File: config.mk
export PLATFORM = sky130hd
export DESIGN_NAME = lvds_capture_ctrl
export DESIGN_NICKNAME = d
export VERILOG_FILES = /design/src/rtl/lvds_capture_ctrl.sv
export SDC_FILE = /design/constraint.sdc
export NUM_CORES = 1
export LEC_CHECK = 0
export CORE_MARGIN = 2
export CORE_UTILIZATION = 38
export DETAILED_ROUTE_END_ITERATION = 10
export PLACE_DENSITY = 0.72
export SETUP_SLACK_MARGIN = 0.15
export SYNTH_ARGS = -nofsm -noshare
export SYNTH_HDL_FRONTEND = slang
export SYNTH_SLANG_ARGS = --single-unit
File: constraint.sdc
create_clock -name Clock -period 2.35 [get_ports Clock]
set_input_delay 0.47 -clock Clock [delete_from_list [all_inputs] [get_ports Clock]]
set_output_delay 0.47 -clock Clock [all_outputs]
set_load 0.03 [all_outputs]
File: src/rtl/lvds_capture_ctrl.sv
// Capture sequencer for the LVDS logic analyser: arm, pre-trigger fill, trigger search,
// post-trigger count, done; drives the circular sample RAM write port.
module lvds_capture_ctrl #(
    parameter int unsigned LVDS_LEN = 8,
    parameter int unsigned ADDR_W   = 10
) (
    input  logic                Clock,
    input  logic                Reset_n,
    input  logic [LVDS_LEN-1:0] DataIN,
    input  logic                StrobIN,
    input  logic                Arm,
    input  logic                Abort,
    input  logic                ForceTrig,
    input  logic [LVDS_LEN-1:0] TrigMask,
    input  logic [LVDS_LEN-1:0] TrigValue,
    input  logic [ADDR_W-1:0]   PreLen,
    input  logic [ADDR_W-1:0]   PostLen,
    output logic                WrEn,
    output logic [ADDR_W-1:0]   WrAddr,
    output logic [LVDS_LEN-1:0] WrData,
    output logic                Busy,
    output logic                Triggered,
    output logic                Done,
    output logic [ADDR_W-1:0]   TrigAddr,
    output logic [ADDR_W-1:0]   StartAddr
);

    typedef enum logic [2:0] {
        S_IDLE   = 3'd0,
        S_PRE    = 3'd1,
        S_SEARCH = 3'd2,
        S_POST   = 3'd3,
        S_DONE   = 3'd4
    } state_t;

    state_t state, state_nxt;

    logic [LVDS_LEN-1:0] mask_q, value_q;
    logic [ADDR_W-1:0]   pre_q, post_q;
    logic [ADDR_W-1:0]   wr_ptr, count, count_inc;
    logic                accept, hit, arm_ok, count_clr, match;

    assign count_inc = count + ADDR_W'(1);
    assign match     = (((DataIN ^ value_q) & mask_q) == '0);

    // State register
    always_ff @(posedge Clock) begin
        if (!Reset_n) state <= S_IDLE;
        else          state <= state_nxt;
    end

    // Next state and per-cycle control; Abort overrides everything
    always_comb begin
        state_nxt = state;
        accept    = 1'b0;
        hit       = 1'b0;
        arm_ok    = 1'b0;
        count_clr = 1'b0;
        if (Abort) begin
            state_nxt = S_IDLE;
            count_clr = 1'b1;
        end else begin
            case (state)
                S_IDLE, S_DONE: begin
                    if (Arm) begin
                        arm_ok    = 1'b1;
                        count_clr = 1'b1;
                        state_nxt = (PreLen == '0) ? S_SEARCH : S_PRE;
                    end
                end
                S_PRE: begin
                    if (StrobIN) begin
                        accept = 1'b1;
                        if (count_inc == pre_q) begin
                            count_clr = 1'b1;
                            state_nxt = S_SEARCH;
                        end
                    end
                end
                S_SEARCH: begin
                    if (StrobIN) begin
                        accept = 1'b1;
                        if (ForceTrig || match) begin
                            hit       = 1'b1;
                            count_clr = 1'b1;
                            state_nxt = (post_q == '0) ? S_DONE : S_POST;
                        end
                    end
                end
                S_POST: begin
                    if (StrobIN) begin
                        accept = 1'b1;
                        if (count_inc == post_q) begin
                            count_clr = 1'b1;
                            state_nxt = S_DONE;
                        end
                    end
                end
                default: state_nxt = S_IDLE;
            endcase
        end
    end

    // Datapath: config latch, write port, counters, trigger bookkeeping
    always_ff @(posedge Clock) begin
        if (!Reset_n) begin
            mask_q    <= '0;
            value_q   <= '0;
            pre_q     <= '0;
            post_q    <= '0;
            wr_ptr    <= '0;
            count     <= '0;
            WrEn      <= 1'b0;
            WrAddr    <= '0;
            WrData    <= '0;
            Busy      <= 1'b0;
            Triggered <= 1'b0;
            Done      <= 1'b0;
            TrigAddr  <= '0;
            StartAddr <= '0;
        end else begin
            WrEn <= accept;
            Done <= (state_nxt == S_DONE);
            Busy <= (state_nxt == S_PRE) || (state_nxt == S_SEARCH) || (state_nxt == S_POST);

            if (accept) begin
                WrAddr <= wr_ptr;
                WrData <= DataIN;
                wr_ptr <= wr_ptr + ADDR_W'(1);
            end

            if (count_clr)   count <= '0;
            else if (accept) count <= count_inc;

            if (arm_ok) begin
                mask_q    <= TrigMask;
                value_q   <= TrigValue;
                pre_q     <= PreLen;
                post_q    <= PostLen;
                wr_ptr    <= '0;
                Triggered <= 1'b0;
                TrigAddr  <= '0;
                StartAddr <= '0;
            end

            // Oldest retained sample sits PreLen slots behind the trigger, modulo DEPTH
            if (hit) begin
                Triggered <= 1'b1;
                TrigAddr  <= wr_ptr;
                StartAddr <= wr_ptr - pre_q;
            end

            if (Abort) Triggered <= 1'b0;
        end
    end

endmodule

======== Word level (Yosys, flattened, before mapping) ========
Cells that the tools add are included.
cells by class
  multiplexer cells ....................... 32
  add/subtract/negate cells ............... 3
  reductions and logical operators ........ 13
  equal/unequal tests ..................... 10
  bitwise logic cells ..................... 3
operators by type and width
  kind                   number
  $mux 10                3
  $mux 3                 9
  $add 10x1->10 const B  2
  $eq 10x10->1           2
  $logic_not 10->1       2
  $mux 1                 17
  $eq 3x2->1 const B     4
  $pmux 3 s4             1
  $sub 10x10->10         1
  $and 8x8->8            1
  $logic_not 8->1        1
  $reduce_or 2->1        4
  $xor 8x8->8            1
  $eq 3x1->1 const B     2
  $eq 3x3->1 const B     2
  $pmux 1 s4             1
  $logic_not 3->1        1
  $logic_or 1x1->1       3
  $reduce_or 3->1        1
  $mux 2                 1
  $reduce_bool 2->1      1
  $not 1->1              1
storage, ports and cells
  logic and storage cells ................. 76
  input bits .............................. 50
  bits in registers ....................... 101
  output and inout bits ................... 42

======== Longest topological paths before layout ========
Gate-level depths: netlist of run 1.
  word-level depth ........................ 11
  depth in mapped cells ................... 12
  gate-level depth less buffers ........... 12

======== Worst setup path after synthesis of run 1 ========
OpenSTA, ideal clock, no wires.
  path kind ............................... reg-to-reg
  start point ............................. register count[0]
  end point ............................... register Busy
  data required time ...................... 2.210 ns
  slack ................................... 0.028 ns
  arrival ................................. 2.182 ns
  cell stages (with the launch flop) ...... 9
  buffers on the path ..................... 0
  period minus slack after synthesis ...... 2.322 ns
  path through ............................ dfxtp_1 -> ha_1 -> xor2_1 -> a2111oi_1 -> nand4_1 -> a2111oi_4 -> a21oi_2 -> a2111oi_4 -> a211oi_1
on the way
  longest elaborated chain between the ends .. 9
  elaborated cells on any way between the ends .. 14
  classes of those cells .................. add/sub: 1; eq/ne: 5; mux: 6; reduce/logical: 2
ends and longest elaborated chain
  item                                             RTL line  text
  start, declared                                  40        logic [ADDR_W-1:0] wr_ptr, count, count_inc;
  start signal, assigned                           133       else if (accept) count <= count_inc;
  $add 10x1->10 (*)                                43        assign count_inc = count + ADDR_W'(1);
  net count_inc[1]                                 40
  $eq 10x10->1 (on tied branches)                  93, 74
  $mux 3 (on tied branches)                        93, 74
  $mux 3 (on tied branches)                        91, 72
  $pmux 3 s4 (*)                                   63        case (state)
  $mux 3 (*)                                       59        if (Abort) begin
  $eq 3x1->1 / $eq 3x2->1 (equally long branches)  124       Busy <= (state_nxt == S_PRE) || (state_nxt == S_SEARCH) || (state_nxt == S_POST);
  $logic_or 1x1->1                                 124
  $logic_or 1x1->1 (*)                             124
  end signal, assigned                             124
  end, declared                                    21        output logic Busy,
Mark *: on every way through the listed nets, which the timed path passes. The rest lies on a longest branch.
A chain may end at the register's enable or synchronous reset.

======== Worst setup path after layout of run 1 ========
  start point ............................. register count[0]
  end point ............................... register Busy
on the way
  longest elaborated chain between the ends .. 9
  elaborated cells on any way between the ends .. 14
  classes of those cells .................. add/sub: 1; eq/ne: 5; mux: 6; reduce/logical: 2
ends and longest elaborated chain
  item                                             RTL line
  $add 10x1->10 (*)                                43
  $eq 10x10->1 (on tied branches)                  93, 74
  $mux 3 (on tied branches)                        93, 74
  $mux 3 (on tied branches)                        91, 72
  $pmux 3 s4 (*)                                   63
  $mux 3 (*)                                       59
  $eq 3x1->1 / $eq 3x2->1 (equally long branches)  124
  $logic_or 1x1->1                                 124
  $logic_or 1x1->1 (*)                             124
Mark *: on every way between the ends. The rest lies on a longest branch, timed or not.

==> metrics.md, run 1 <==
| Metric | Value |
|---|---|
| Status | complete, but fails checks |
| Failing checks | negative setup slack |
| Hold path cells | 3 |
| Final Total Pwr | 3.57 mW |
| Startpoint types | flip-flop |
| Worst Path Required | 2560 ps |
| Rel. slew slack | 58.8% |
| Wire per inst | 15.1 um |
| Clock slew at reported path FFs | 70 ps |
| Post-Syn Area | 5010 um^2 |
| Htree depth | 3 |
| Compound-Gate Fraction of Synth Area | 16.6% |
| Mux share of post-synthesis cell area | 0.275% |
| Final setup fails | 1 |
| Final period utilization | 101% |
| Syn avg cell area | 8.46 um^2 |
| First-pass GRT wire length | 21.6 mm |
| Hpwl dp | 9.84 mm |
| Final worst setup slack | -18.1 ps |
| Crit path max fanout | 5 |
| Hold Path Class | input pin to flip-flop |
| Tmin final | 2370 ps |
| Die area | 14,100 um^2 |
| Combinational share of power | 11.8% |
| Post-Synth Adder-Cell Area | 3.15% |
| Number of DRC markers in iteration 0 | 297 |
| Sinks on Clock Net | 101 |
| Least-Margin Pin Slew | 611 ps |
| Placer Congestion | 0.846 |
| CP endpoint kind | flip-flop |
| Avg Vias per Cell | 4.99 |
| Sw Share | 24.3% |
| Synth warnings | 0 |
| Largest family of logic cells by synthesized area | simple AND/OR/NAND/NOR gates |
| Cell Rows | 41 |
| Post-synth EDFFs | 0 |
| Commonest non-fill, non-tap cell in the layout | nand2_1 |
| Worst Setup Path Type | flip-flop to flip-flop |
| Seq/Total Area, Yosys | 40.4% |
| Fin nets | 780 |
| Clk_skew | 6.03 ps |
| CORE AREA | 12,700 um^2 |
| Max-cap viol count | 0 |
| Io pins | 92 |
| Largest net degree at the start of global routing | 46 |
| Maximum clock rate | 422 MHz |
| Routed Wire Length | 13.5 mm |
| Worst-path cell chain | buf_6 -> and3_4 -> nand3_4 -> xor3_1 -> o211ai_1 -> a2111oi_4 -> buf_4 -> a21oi_4 -> a2111oi_4 -> a211oi_2 |
| Final Hold Viols | 0 |
| Share of layout cells above drive strength 1 | 16.3% |
| #FFs+latches synth | 101 |
| CTS tree | built |
| Vias in the first global route | 4,369 |
| Max rail drop VDD | 0.405 mV |
| Crit path arrival time | 2580 ps |
| Initial antenna violation count | 0 |
| Sequential power share | 49.7% |
| Routed Antenna Nets | 0 |
| Number of buffers created by CTS | 9 |
| Synthesized net count | 654 |
| Async SR Flop Fraction | 0% |
| Tot GR Track Use | 19.2% |
| RSZ-0062 raised after global routing | yes |
| Die Ht | 119 um |
| Synth top area share | 40.4% |
| Reg2Reg Depth | 10 |
| CTS Hold Buffers Added | 0 |
| Slew Limit Fails | 0 |
| Area leader, netlist | dfxtp_1 |
| Pint | 2.71 mW |
| Grt ovf | 0 |
| Simple-gate portion of the synthesized area | 24.1% |
| Starting Density | 39.4% |
| PortBufs | 91 |
| PD cells | 516 nW/um^2 |
| CP most frequent cell | a2111oi_4 |
| CTS max path bufs | 2 |
| Die X | 119 um |
| Residual DRC count | 0 |
| Crit-path max cell delay | 380 ps |
| Ys flop type | dfxtp_1 |
| Setup TNS Final | -18.1 ps |
| First-pass iteration count of the detailed router | 4 |
| Crit-path slowest cell | a2111oi_4 |
| Via count | 4,461 |
| Commonest non-fill, non-tap cells in the layout | nand2_1 (149), dfxtp_1 (92), clkdlybuf4s50_1 (82) |
| N_diodes | 0 |
| Gate Count Post-Synth | 592 |
| Skew-Pair Late Insertion Delay | 350 ps |
| Clock share of power | 38.6% |
| Unique masters post-synth | 57 |
| Pleak | 2.55 nW |
| Area grow syn2layout | 38.2% |
| XOR/XNOR share of the synthesized area | 11.6% |
| Root buffer cell | clkbuf_16 |
| Dominant cells by area after synthesis | dfxtp_1 (40%), nand2_1 (11%), a21boi_0 (11%) |
| Sw power | 0.867 mW |
-- metal layers --
metal | track usage (%) | part of all wire (%) | vias up
li1 | - | - | 2228
met1 | 23.5 | 44 | 2108
met2 | 32.7 | 49 | 114
met3 | 6.32 | 6.0 | 11
met4 | 4.02 | 1.1 | 0
met5 | 0 | 0 | -
-- kinds of logic (layout without fill, tap and decap cells) --
family / Yosys count / after routing
xor+xnor: 61 / 61
fa+ha+maj: 12 / 12
flops: 101 / 101
simple gates: 264 / 264
buf+inv: 45 / 175
mux: 1 / 1
compound gates: 108 / 108
-- flip-flops by register name, indices dropped and copies added, names as in the netlist, 10 cells and up --
register   flops
StartAddr     10
TrigAddr      10
WrAddr        10
count         10
post_q        10
pre_q         10
wr_ptr        10
-- power by group through the flow --
stage	Clock (mW)	Sequential [mW]	Combinational, mW
after CTS	1.41	1.77	0.411
after global placement	0	1.81	0.391
after detailed placement	0	1.81	0.399
after global routing	1.48	1.78	0.459
final	1.38	1.77	0.421
after floorplan	0	1.81	0.213
-- worst max-delay path: cells and delay by family, from the launching register on --
kind,cells,cell delay (ps)
xor gates and xnor gates,1,290
buffers and inverters,2,310
DFF,1,360
AOI/OAI and AO/OA,5,980
and+or+nand+nor,2,280
-- metrics by stage --
step | instance area [um^2] | cells | util, % | setup WS (ps) | hold slack, ps
2_1_floorplan | 5010 | 592 | - | 153 | 443
3_3_place_gp | 6350 | 866 | 49.9 | -245 | 451
3_5_place_dp | 6350 | 866 | 49.9 | -322 | 461
4_1_cts | 6720 | 884 | 52.8 | 53.7 | 469
5_1_grt | 6920 | 894 | 54.4 | -131 | 440
6_report | 6920 | 894 | 54.4 | -18.1 | 427
-- synthesized netlist by cell type (7+ instances only) --
| cell | number |
|---|---|
| xnor2_1 | 27 |
| nand2_1 | 149 |
| xor2_1 | 31 |
| o21ai_0 | 8 |
| clkbuf_1 | 22 |
| dfxtp_1 | 101 |
| inv_1 | 13 |
| a21boi_0 | 72 |
| ha_1 | 11 |
| nor2b_1 | 8 |
| a21oi_1 | 7 |
| nor3_1 | 9 |
| nand3_1 | 28 |
| nor2_1 | 33 |
-- path summary, 6_finish.rpt --
check                               from  slack [ps]                      to
setup / recovery   count[0]$_SDFFE_PP0P_         -20         Busy$_SDFF_PN0_
hold / removal                 DataIN[5]         430  WrData[5]$_SDFFE_PN0P_
hold reg to reg   WrAddr[3]$_SDFFE_PN0P_         470  WrAddr[3]$_SDFFE_PN0P_
setup reg to reg   count[0]$_SDFFE_PP0P_         -20         Busy$_SDFF_PN0_
-- layout make-up --
cell class,instances,area (um^2)
clock buffers,12,246
clock inverters,3,21.3
fillers,1184,5800
inverters,13,48.8
multi-input cells,446,2950
flip-flops and latches,101,2030
well taps,172,215
repair buffers,147,1400
-- what timing repair did --
item / 4_1_cts / 5_1_grt
buffers inserted: 2 / 10
endpoints found under the setup margin: 35 / 35
pin swaps: 15 / 25
gates resized for setup: 19 / 36
gates cloned: 1 / 0
No activity file was read; power rests on OpenSTA's default activity.
==> run 2: changes to the inputs <==
CAP_MARGIN = 0   (was not set)
CTS_CLUSTER_SIZE = 8   (was not set)
==> results of run 2 <==
Final layout, timing and power as in run 1 (identical DEF).
==> run 3: changes to the inputs <==
TNS_END_PERCENT = 1   (was not set)
==> run 3 against run 2 <==
The run still ends with negative setup slack left. Final cell count is 0.22% lower. Clock power hardly changed. Critical endpoint unchanged. Global-route usage is 0.14 points lower. Fmax is 0.48% higher. Cell area hardly changed. Highest routed layer unchanged.
==> metrics.md, run 3 (synthesis results as in run 1) <==
| Metric | Value |
|---|---|
| Status | complete, but fails checks |
| Failing checks | negative setup slack |
| Sw power | 0.867 mW |
| Residual DRC count | 0 |
| Root buffer cell | clkbuf_16 |
| GR Layer Usage met2 | 32.3% |
| Sequential power share | 49.6% |
| Number of buffers created by CTS | 9 |
| Number of DRC markers in iteration 0 | 258 |
| Commonest non-fill, non-tap cells in the layout | nand2_1 (149), dfxtp_1 (94), clkdlybuf4s50_1 (82) |
| Grt ovf | 0 |
| Skew-Pair Late Insertion Delay | 350 ps |
| Wire per inst | 15.0 um |
| Initial antenna violation count | 0 |
| Max-cap viol count | 0 |
| First-pass iteration count of the detailed router | 4 |
| Met3 usage | 6.32% |
| Clk_skew | 5.40 ps |
| Pre-CTS setup slack | -322 ps |
| Largest net degree at the start of global routing | 46 |
| First-pass GRT wire length | 21.5 mm |
| Sinks on Clock Net | 101 |
| Startpoint types | flip-flop |
| Placer Congestion | 0.846 |
| Area grow syn2layout | 38.1% |
| Die Ht | 119 um |
| Commonest non-fill, non-tap cell in the layout | nand2_1 |
| CORE AREA | 12,700 um^2 |
| Combinational share of power | 11.8% |
| Met1 Usage GRT | 23.4% |
| PortBufs | 91 |
| Hold WS | 429 ps |
| Routed Antenna Nets | 0 |
| Share of layout cells above drive strength 1 | 16.0% |
| Placed cell count | 866 |
| Worst Setup Path Type | flip-flop to flip-flop |
| CTS Hold Buffers Added | 0 |
| PD cells | 517 nW/um^2 |
| Starting Density | 39.4% |
| CP endpoint kind | flip-flop |
| Max rail drop VDD | 0.404 mV |
| Io pins | 92 |
| Sw Share | 24.3% |
| Rel. slew slack | 59.2% |
| CTS tree | built |
| Final Hold Viols | 0 |
| Tmin final | 2360 ps |
| Clock share of power | 38.5% |
| Via count | 4,428 |
| Tot GR Track Use | 19.0% |
| Die area | 14,100 um^2 |
| Hold Path Class | input pin to flip-flop |
| Crit path max fanout | 5 |
| Vias in the first global route | 4,369 |
| Grt peak-use layer | met2 |
| Fin nets | 778 |
| Crit path arrival time | 2570 ps |
| N_diodes | 0 |
| Pint | 2.71 mW |
| Pleak | 2.56 nW |
| Final worst setup slack | -6.65 ps |
| Clock slew at reported path FFs | 70 ps |
| Slew Limit Fails | 0 |
| CTS max path bufs | 2 |
| Maximum clock rate | 424 MHz |
| Worst Path Required | 2560 ps |
| Cell Rows | 41 |
| Least-Margin Pin Slew | 605 ps |
| Avg Vias per Cell | 4.96 |
| Die X | 119 um |
| Htree depth | 3 |
| Final setup fails | 1 |
| Routed Wire Length | 13.4 mm |
| Final period utilization | 100% |
| Hpwl dp | 9.84 mm |
| Non-Filler Instances | 892 |
| RSZ-0062 raised after global routing | yes |
| Final Total Pwr | 3.58 mW |
==> run 3: changes by cell type in the layout (fill, tap and decap cells not counted), sizes merged <==
cell	delta
buf	-2
dlymetal6s2s	+3
dlygate4sd2	-3
==> run 3: layout make-up <==
cell class	count	area [um^2]
multi-input cells	446	2950
inverters	13	48.8
clock inverters	3	21.3
repair buffers	145	1400
clock buffers	12	246
fillers	1181	5810
well taps	172	215
flip-flops and latches	101	2030
==> run 3: power groups by stage <==
stage | clock [mW] | sequential [mW] | combinational [mW]
after floorplan | 0 | 1.81 | 0.213
after global placement | 0 | 1.81 | 0.391
after detailed placement | 0 | 1.81 | 0.399
after CTS | 1.41 | 1.77 | 0.411
after global routing | 1.48 | 1.78 | 0.461
final | 1.38 | 1.77 | 0.423
==> run 3: stage by stage <==
| step | area, um^2 | TNS, ps | utilization [%] |
|---|---|---|---|
| after CTS | 6700 | 0 | 52.7 |
| after detailed placement | 6350 | -8120 | 49.9 |
| after global routing | 6920 | -1000 | 54.4 |
| after floorplan | 5010 | 0 | - |
| after global placement | 6350 | -6390 | 49.9 |
| final | 6920 | -6.65 | 54.4 |
==> run 3: worst max-delay path, cell delays in order, from the launching register on <==
cell and delay, ps:
dfxtp_2 360, buf_6 120, and3_4 210, nand3_4 70, xor3_1 280, o211ai_1 130, a2111oi_4 280, buf_4 190
a21oi_4 60, a2111oi_4 380, a211oi_2 120
==> run 3: layer usage <==
layer | wire length (um) | up-vias
li1 | - | 2223
met1 | 5790 | 2076
met2 | 6520 | 118
met3 | 922 | 11
met4 | 155 | 0
met5 | 0 | -
==> run 3: path summary, 6_finish.rpt <==
| kind | from | end | slack [ps] | cells past startpoint |
|---|---|---|---|---|
| worst min-delay path | DataIN[5] | WrData[5]$_SDFFE_PN0P_ | 430 | 3 |
| worst min register to register | WrAddr[3]$_SDFFE_PN0P_ | WrAddr[3]$_SDFFE_PN0P_ | 460 | 2 |
| worst max register to register | count[0]$_SDFFE_PP0P_ | Busy$_SDFF_PN0_ | -7 | 10 |
| worst max-delay path | count[0]$_SDFFE_PP0P_ | Busy$_SDFF_PN0_ | -7 | 10 |
==> run 3: timing repair <==
item                       in CTS  in global routing
setup buffers                   2                  9
resized for setup              10                 42
pin swaps                       8                 28
setup endpoints to repair      35                 35
